[src/rtl/eee_img_proc_if.sv]
// Bundle of the Avalon-MM slave bus and the Avalon-ST sink/source pixel streams.
// slave: the pixel processor side; master: the CPU/camera/display side.
interface eee_img_proc_if;
  logic        s_chipselect;
  logic        s_read;
  logic        s_write;
  logic [2:0]  s_address;
  logic [31:0] s_writedata;
  logic [31:0] s_readdata;

  logic [23:0] sink_data;
  logic        sink_valid;
  logic        sink_ready;
  logic        sink_sop;
  logic        sink_eop;

  logic [23:0] source_data;
  logic        source_valid;
  logic        source_ready;
  logic        source_sop;
  logic        source_eop;

  modport slave (
    input  s_chipselect, s_read, s_write, s_address, s_writedata,
    output s_readdata,
    input  sink_data, sink_valid, sink_sop, sink_eop,
    output sink_ready,
    output source_data, source_valid, source_sop, source_eop,
    input  source_ready
  );

  modport master (
    output s_chipselect, s_read, s_write, s_address, s_writedata,
    input  s_readdata,
    output sink_data, sink_valid, sink_sop, sink_eop,
    input  sink_ready,
    input  source_data, source_valid, source_sop, source_eop,
    output source_ready
  );
endinterface

[src/rtl/eee_img_proc.sv]
// Streaming RGB pixel processor: highlights pixels inside a programmable colour box and
// collects per-frame match count and bounding box, exposed over an Avalon-MM slave.
module eee_img_proc #(
  parameter int unsigned IMAGE_W = 640,
  parameter int unsigned IMAGE_H = 480
) (
  input  logic         clk,
  input  logic         reset,
  input  logic         mode,
  eee_img_proc_if.slave bus
);

  localparam logic [23:0] LowRst    = 24'hC00000;
  localparam logic [23:0] HighRst   = 24'hFF4040;
  localparam logic [23:0] HiliteRst = 24'h00FF00;
  localparam logic [10:0] XLast     = 11'(IMAGE_W - 1);
  localparam logic [10:0] YLast     = 11'(IMAGE_H - 1);
  localparam logic [10:0] MinRst    = 11'h7FF;

  logic        src_valid_q, src_sop_q, src_eop_q;
  logic [23:0] src_data_q;
  logic [23:0] low_q, high_q, hilite_q;
  logic [10:0] x_q, y_q, x_d, y_d, cur_x, cur_y;
  logic [31:0] acc_count_q, acc_count_d;
  logic [10:0] acc_xmin_q, acc_xmax_q, acc_ymin_q, acc_ymax_q;
  logic [10:0] acc_xmin_d, acc_xmax_d, acc_ymin_d, acc_ymax_d;
  logic [31:0] fcount_q, bbmin_q, bbmax_q, frames_q;
  logic [31:0] readdata_q, rdata;
  logic        accept, match;
  logic [23:0] px;

  assign px              = bus.sink_data;
  assign bus.sink_ready  = ~src_valid_q | bus.source_ready;
  assign accept          = bus.sink_valid & bus.sink_ready;
  assign bus.source_valid = src_valid_q;
  assign bus.source_data  = src_data_q;
  assign bus.source_sop   = src_sop_q;
  assign bus.source_eop   = src_eop_q;
  assign bus.s_readdata   = readdata_q;

  assign match = (px[23:16] >= low_q[23:16]) && (px[23:16] <= high_q[23:16]) &&
                 (px[15:8]  >= low_q[15:8])  && (px[15:8]  <= high_q[15:8])  &&
                 (px[7:0]   >= low_q[7:0])   && (px[7:0]   <= high_q[7:0]);

  // An sop pixel sits at (0,0) and starts a fresh set of accumulators that includes itself.
  always_comb begin
    cur_x      = bus.sink_sop ? '0 : x_q;
    cur_y      = bus.sink_sop ? '0 : y_q;
    x_d        = (cur_x == XLast) ? '0 : cur_x + 11'd1;
    y_d        = ((cur_x == XLast) && (cur_y != YLast)) ? cur_y + 11'd1 : cur_y;
    acc_count_d = bus.sink_sop ? '0 : acc_count_q;
    acc_xmin_d  = bus.sink_sop ? MinRst : acc_xmin_q;
    acc_xmax_d  = bus.sink_sop ? '0 : acc_xmax_q;
    acc_ymin_d  = bus.sink_sop ? MinRst : acc_ymin_q;
    acc_ymax_d  = bus.sink_sop ? '0 : acc_ymax_q;
    if (match) begin
      acc_count_d = acc_count_d + 32'd1;
      if (cur_x < acc_xmin_d) acc_xmin_d = cur_x;
      if (cur_x > acc_xmax_d) acc_xmax_d = cur_x;
      if (cur_y < acc_ymin_d) acc_ymin_d = cur_y;
      if (cur_y > acc_ymax_d) acc_ymax_d = cur_y;
    end
  end

  always_comb begin
    rdata = '0;
    unique case (bus.s_address)
      3'd0: rdata = 32'h1234EEE0 | {31'b0, mode};
      3'd1: rdata = {8'b0, low_q};
      3'd2: rdata = {8'b0, high_q};
      3'd3: rdata = {8'b0, hilite_q};
      3'd4: rdata = bbmin_q;
      3'd5: rdata = bbmax_q;
      3'd6: rdata = fcount_q;
      3'd7: rdata = frames_q;
    endcase
  end

  always_ff @(posedge clk) begin
    if (reset) begin
      src_valid_q <= 1'b0;
      src_sop_q   <= 1'b0;
      src_eop_q   <= 1'b0;
      src_data_q  <= '0;
      low_q       <= LowRst;
      high_q      <= HighRst;
      hilite_q    <= HiliteRst;
      x_q         <= '0;
      y_q         <= '0;
      acc_count_q <= '0;
      acc_xmin_q  <= MinRst;
      acc_xmax_q  <= '0;
      acc_ymin_q  <= MinRst;
      acc_ymax_q  <= '0;
      fcount_q    <= '0;
      bbmin_q     <= '0;
      bbmax_q     <= '0;
      frames_q    <= '0;
      readdata_q  <= '0;
    end else begin
      if (accept) begin
        src_valid_q <= 1'b1;
        src_sop_q   <= bus.sink_sop;
        src_eop_q   <= bus.sink_eop;
        src_data_q  <= (mode && match) ? hilite_q : px;
        x_q         <= x_d;
        y_q         <= y_d;
        acc_count_q <= acc_count_d;
        acc_xmin_q  <= acc_xmin_d;
        acc_xmax_q  <= acc_xmax_d;
        acc_ymin_q  <= acc_ymin_d;
        acc_ymax_q  <= acc_ymax_d;
        if (bus.sink_eop) begin
          fcount_q <= acc_count_d;
          bbmin_q  <= {5'b0, acc_ymin_d, 5'b0, acc_xmin_d};
          bbmax_q  <= {5'b0, acc_ymax_d, 5'b0, acc_xmax_d};
          frames_q <= frames_q + 32'd1;
        end
      end else if (bus.source_ready) begin
        src_valid_q <= 1'b0;
      end

      if (bus.s_chipselect && bus.s_write) begin
        case (bus.s_address)
          3'd1:    low_q    <= bus.s_writedata[23:0];
          3'd2:    high_q   <= bus.s_writedata[23:0];
          3'd3:    hilite_q <= bus.s_writedata[23:0];
          default: ;
        endcase
      end

      // Read uses the pre-write register value, so a same-cycle write returns old data.
      if (bus.s_chipselect && bus.s_read) readdata_q <= rdata;
    end
  end

endmodule

[src/flat_wrapper.sv]
// flat-port wrapper written by rule: the top's interface ports become plain ports
module eee_img_proc_flat 
#(
  parameter int unsigned IMAGE_W = 640,
  parameter int unsigned IMAGE_H = 480
)
  (clk, reset, mode, bus_s_chipselect, bus_s_read, bus_s_write, bus_s_address, bus_s_writedata, bus_s_readdata, bus_sink_data, bus_sink_valid, bus_sink_sop, bus_sink_eop, bus_sink_ready, bus_source_data, bus_source_valid, bus_source_sop, bus_source_eop, bus_source_ready);
  eee_img_proc_if bus_i ();
  input  logic clk;
  input  logic reset;
  input  logic mode;
  input wire logic [$bits(bus_i.s_chipselect)-1:0] bus_s_chipselect;
  input wire logic [$bits(bus_i.s_read)-1:0] bus_s_read;
  input wire logic [$bits(bus_i.s_write)-1:0] bus_s_write;
  input wire logic [$bits(bus_i.s_address)-1:0] bus_s_address;
  input wire logic [$bits(bus_i.s_writedata)-1:0] bus_s_writedata;
  output wire logic [$bits(bus_i.s_readdata)-1:0] bus_s_readdata;
  input wire logic [$bits(bus_i.sink_data)-1:0] bus_sink_data;
  input wire logic [$bits(bus_i.sink_valid)-1:0] bus_sink_valid;
  input wire logic [$bits(bus_i.sink_sop)-1:0] bus_sink_sop;
  input wire logic [$bits(bus_i.sink_eop)-1:0] bus_sink_eop;
  output wire logic [$bits(bus_i.sink_ready)-1:0] bus_sink_ready;
  output wire logic [$bits(bus_i.source_data)-1:0] bus_source_data;
  output wire logic [$bits(bus_i.source_valid)-1:0] bus_source_valid;
  output wire logic [$bits(bus_i.source_sop)-1:0] bus_source_sop;
  output wire logic [$bits(bus_i.source_eop)-1:0] bus_source_eop;
  input wire logic [$bits(bus_i.source_ready)-1:0] bus_source_ready;
  assign bus_i.s_chipselect = bus_s_chipselect;
  assign bus_i.s_read = bus_s_read;
  assign bus_i.s_write = bus_s_write;
  assign bus_i.s_address = bus_s_address;
  assign bus_i.s_writedata = bus_s_writedata;
  assign bus_s_readdata = bus_i.s_readdata;
  assign bus_i.sink_data = bus_sink_data;
  assign bus_i.sink_valid = bus_sink_valid;
  assign bus_i.sink_sop = bus_sink_sop;
  assign bus_i.sink_eop = bus_sink_eop;
  assign bus_sink_ready = bus_i.sink_ready;
  assign bus_source_data = bus_i.source_data;
  assign bus_source_valid = bus_i.source_valid;
  assign bus_source_sop = bus_i.source_sop;
  assign bus_source_eop = bus_i.source_eop;
  assign bus_i.source_ready = bus_source_ready;
  eee_img_proc #(.IMAGE_W(IMAGE_W), .IMAGE_H(IMAGE_H)) u_core (.clk(clk), .reset(reset), .mode(mode), .bus(bus_i));
endmodule
[config.mk]
export PLATFORM = sky130hd
export DESIGN_NAME = eee_img_proc_flat
export DESIGN_NICKNAME = d
export VERILOG_FILES = /design/src/rtl/eee_img_proc_if.sv /design/src/rtl/eee_img_proc.sv /design/src/flat_wrapper.sv
export SDC_FILE = /design/constraint.sdc
export NUM_CORES = 1
export LEC_CHECK = 0
export CAP_MARGIN = 10
export CORE_AREA = 2 2 207 209
export CTS_CLUSTER_DIAMETER = 150
export DETAILED_ROUTE_END_ITERATION = 10
export DIE_AREA = 0 0 209 211
export PLACE_DENSITY = 0.67
export SLEW_MARGIN = 5
export SYNTH_ARGS = -nofsm -noshare
export SYNTH_HDL_FRONTEND = slang
export SYNTH_SLANG_ARGS = --single-unit
[constraint.sdc]
create_clock -name clk -period 6.75 [get_ports clk]
set_clock_uncertainty 0.1 [all_clocks]
set_input_delay 0.675 -clock clk [delete_from_list [all_inputs] [get_ports clk]]
set_output_delay 0.675 -clock clk [all_outputs]
set_load 0.005 [all_outputs]
==> qor.txt <==
Setup TNS: 0 ns
Post-synth EDFFs: 0
Cell Area, Synth: 18600 sq um
Multi-input gate area: 10900 sq um
Final hold vios: 0
Clk_lat worst skew: 0.55 ns
# diodes: 0
Unrepaired setup endpoints after global routing: false
Via/cell ratio: 6.13
Hold crit path type: reg -> reg
Synth Area in Simple Gates: 0.254
Clk buf depth: 3
P_leak: 7.42 nW
Synthesized flop and latch total: 337
Post-synthesis xor/xnor area fraction: 0.0212
Synthesized net count: 2536
CTS resizes: 0
CP Data Required Time: 7.11 ns
CTS Hold Buffers Added: 0
CTS sink count: 337
Reg clk slew, reported paths: 0.06 ns
Final setup margin: 2.22 ns
Synth warn: 0
R2R depth: 9
CP max FO: 33
Leading post-synthesis cells by cell area: dfxtp_1, nand2_1, ha_1
Min Clock Period, post-route: 4.53 ns
Fin Hold WS: 0.351 ns
Headroom to the max-slew limit: 0.241
Filler Cell Count: 3961
Reg-to-Reg Start: u_core.high_q[23]$_SDFFE_PP1P_
VDD IR max: 140 uV
Post-DRT Antenna Nets: 0
First-pass GRT wire length: 95800 um
Total track usage: 0.272
Die W: 209 um
Grt ovf: 0
Compound-Gate Fraction of Synth Area: 0.198
Hold path endpoint: u_core.bus.s_readdata[2]$_SDFFE_PP0P_
Worst setup path start: bus_sink_sop
Nature of the critical path endpoint: register
Sequential area share after synthesis: 0.363
I/O pin count: 129
Largest net degree at the start of global routing: 237
Critical path data arrival time: 4.89 ns
Detailed-route DRC error count: 0
Largest family of logic cells by synthesized area: simple AND/OR/NAND/NOR gates
Status: complete, no violations
Synthesized instance count: 2373
Vias in the first global route: 16800
Final period utilization: 0.671
Number of H-tree levels: 2
Core area: 41800 sq um
Worst reg-to-reg setup slack: 2.77 ns
DR iter-0 viols: 1686
Routed WL: 61400 um
Peak Freq: 0.221 GHz
Worst setup SP type: input pin
Layout cells sized above 1: 0.0682
WS Path Type: in -> reg
Post-Place Worst Slack: 1.83 ns
Endpoints failing setup: 0
Number of buffers created by CTS: 39
Yosys cell types: 70
Root Buffer Master: clkbuf_16
Worst Hold Depth: 2
Register area: 6750 sq um
Maxcap violations: 0
Worst-margin pin slew: 1.14 ns
Die area: 44100 sq um
WL per Instance: 20.9 um
Cell taking the most area after synthesis: dfxtp_1
Hold Path Origin: u_core.bus.s_readdata[2]$_SDFFE_PP0P_
Asr flop ratio synth: 0
Initial Util: 0.445
Detailed placer's ending HPWL: 41300 um
Initial antenna violation count: 1
Synth Area in Adders: 0.0633
P&R area growth vs syn: 14.7%
Rows: 75
CTS tree: done
Setup bufs post-CTS: 0
Reg-to-reg endpoint: u_core.bus.source_data[22]$_SDFFE_PP0P_
Ys flop type: dfxtp_1
Pre-antenna DRT Iters: 6
Post-synthesis mux area share: 0.0469
Slew Viols, Final: 0
Die height: 211 um
Vias: 18100
PD cells: 221 nW/um^2
Avg Cell Area, Syn: 7.83 sq um
Nets: 2540
Port bufs: 120
Placer congestion estimate: 0.904
Synth top area share: 0.363
where the power goes:
| group | total (W) | internal [W] | switching (W) |
|---|---|---|---|
| registers | 0.00208 | 0.00204 | 0.0000390 |
| logic | 0.000480 | 0.000174 | 0.000306 |
| clock network | 0.00215 | 0.00126 | 0.000887 |
Yosys cell counts, types with 4 or more instances:
cell type and number:
or2_2 15, mux4_2 13, a22oi_1 32, clkbuf_1 170, and4_1 9, o31a_1 4
buf_2 4, o2111ai_1 4, or4_1 23, nor2b_1 36, ha_1 94, mux2i_1 41
a32o_1 14, buf_1 14, nand3_1 121, nand3b_1 4, a21o_1 8, xor2_1 26
o41ai_1 4, nor4_1 16, nand4_1 42, o311ai_0 8, a311oi_1 46, nand2_1 359
and3_1 19, inv_1 67, mux2_2 15, a2111oi_0 13, dfxtp_1 337, a41oi_1 7
a21oi_1 171, nor3_1 84, and2_1 11, or3_1 53, nand2b_1 14, a211oi_1 21
a211o_1 4, nor2_1 177, a31oi_1 24, o21ai_0 146, o211ai_1 34, xnor2_1 19
layout make-up:
type	count	share of cell area
multi-input cells	1777	0.512
flip-flops and latches	337	0.316
repair buffers	153	0.0679
clock buffers	53	0.0515
well taps	539	0.0316
inverters	69	0.0121
clock inverters	17	0.00845
layer usage:
metal | global-route usage | wire length (um) | up-vias
met3 | 0.0445 | 4240 | 131
met1 | 0.356 | 26500 | 8660
met5 | 0 | 13 | -
li1 | - | - | 8589
met4 | 0.107 | 2200 | 2
met2 | 0.451 | 28500 | 670
registers in the layout, indices dropped and copies added (netlist names):
signal,count
u_core.bus.source_eop,1
u_core.acc_ymin_q,11
u_core.acc_ymax_q,11
u_core.x_q,11
u_core.high_q,24
u_core.fcount_q,32
u_core.bus.source_data,24
u_core.acc_xmin_q,11
u_core.acc_xmax_q,11
u_core.frames_q,32
u_core.bbmin_q,22
u_core.low_q,24
u_core.acc_count_q,32
u_core.bbmax_q,22
u_core.bus.source_sop,1
u_core.hilite_q,24
u_core.bus.source_valid,1
u_core.y_q,11
u_core.bus.s_readdata,32
per-stage QoR:
step / instances / util / instance area, sq um / power (W)
final: 2945 / 0.511 / 21300 / 0.00471
after global placement: 2875 / 0.480 / 20000 / 0.00259
after floorplan: 2373 / - / 18600 / 0.00239
after detailed placement: 2875 / 0.480 / 20000 / 0.00260
after global routing: 2945 / 0.511 / 21300 / 0.00486
after CTS: 2945 / 0.511 / 21300 / 0.00473
critical path: stages:
cell and delay [ns]:
buf_4 0.29, clkinv_1 0.68, buf_4 0.52, nand2_1 0.16
inv_1 0.09, ha_1 0.32, a21oi_1 0.13, o21ai_0 0.10
a2111oi_0 0.45, a21oi_1 0.20, a41oi_1 0.84, o21ai_0 0.20
a21oi_1 0.18
cells in the final DEF (no fill, tap or decap), types with 34 or more instances in the layout:
master	instances
nand4_1	42
nor2b_1	36
nor3_1	81
mux2i_1	41
o211ai_1	34
a21oi_1	171
nand3_1	120
inv_1	66
a311oi_1	46
o21ai_0	146
dfxtp_1	337
or3_1	53
clkbuf_16	39
ha_1	94
clkdlybuf4s50_1	115
nor2_1	175
nand2_1	358
worst max-delay path by stage:
stage                                              endpoint  cells past startpoint
after detailed placement  u_core.acc_ymax_q[1]$_SDFFE_PP0P_                     13
after global routing      u_core.acc_ymax_q[1]$_SDFFE_PP0P_                     13
after CTS                 u_core.acc_ymax_q[1]$_SDFFE_PP0P_                     13
after global placement       u_core.bbmax_q[6]$_SDFFE_PP0P_                     12
final                     u_core.acc_ymax_q[1]$_SDFFE_PP0P_                     13
after floorplan           u_core.acc_xmin_q[0]$_SDFFE_PP1P_                     13
cells by family (layout without fill, tap and decap cells):
logic type / after synthesis / after routing
flops: 337 / 337
buf+inv: 259 / 292
compound gates: 574 / 574
simple gates: 995 / 995
mux: 69 / 69
xor+xnor: 45 / 45
fa+ha+maj: 94 / 94
Note: power is estimated with default switching activity, not from simulation.
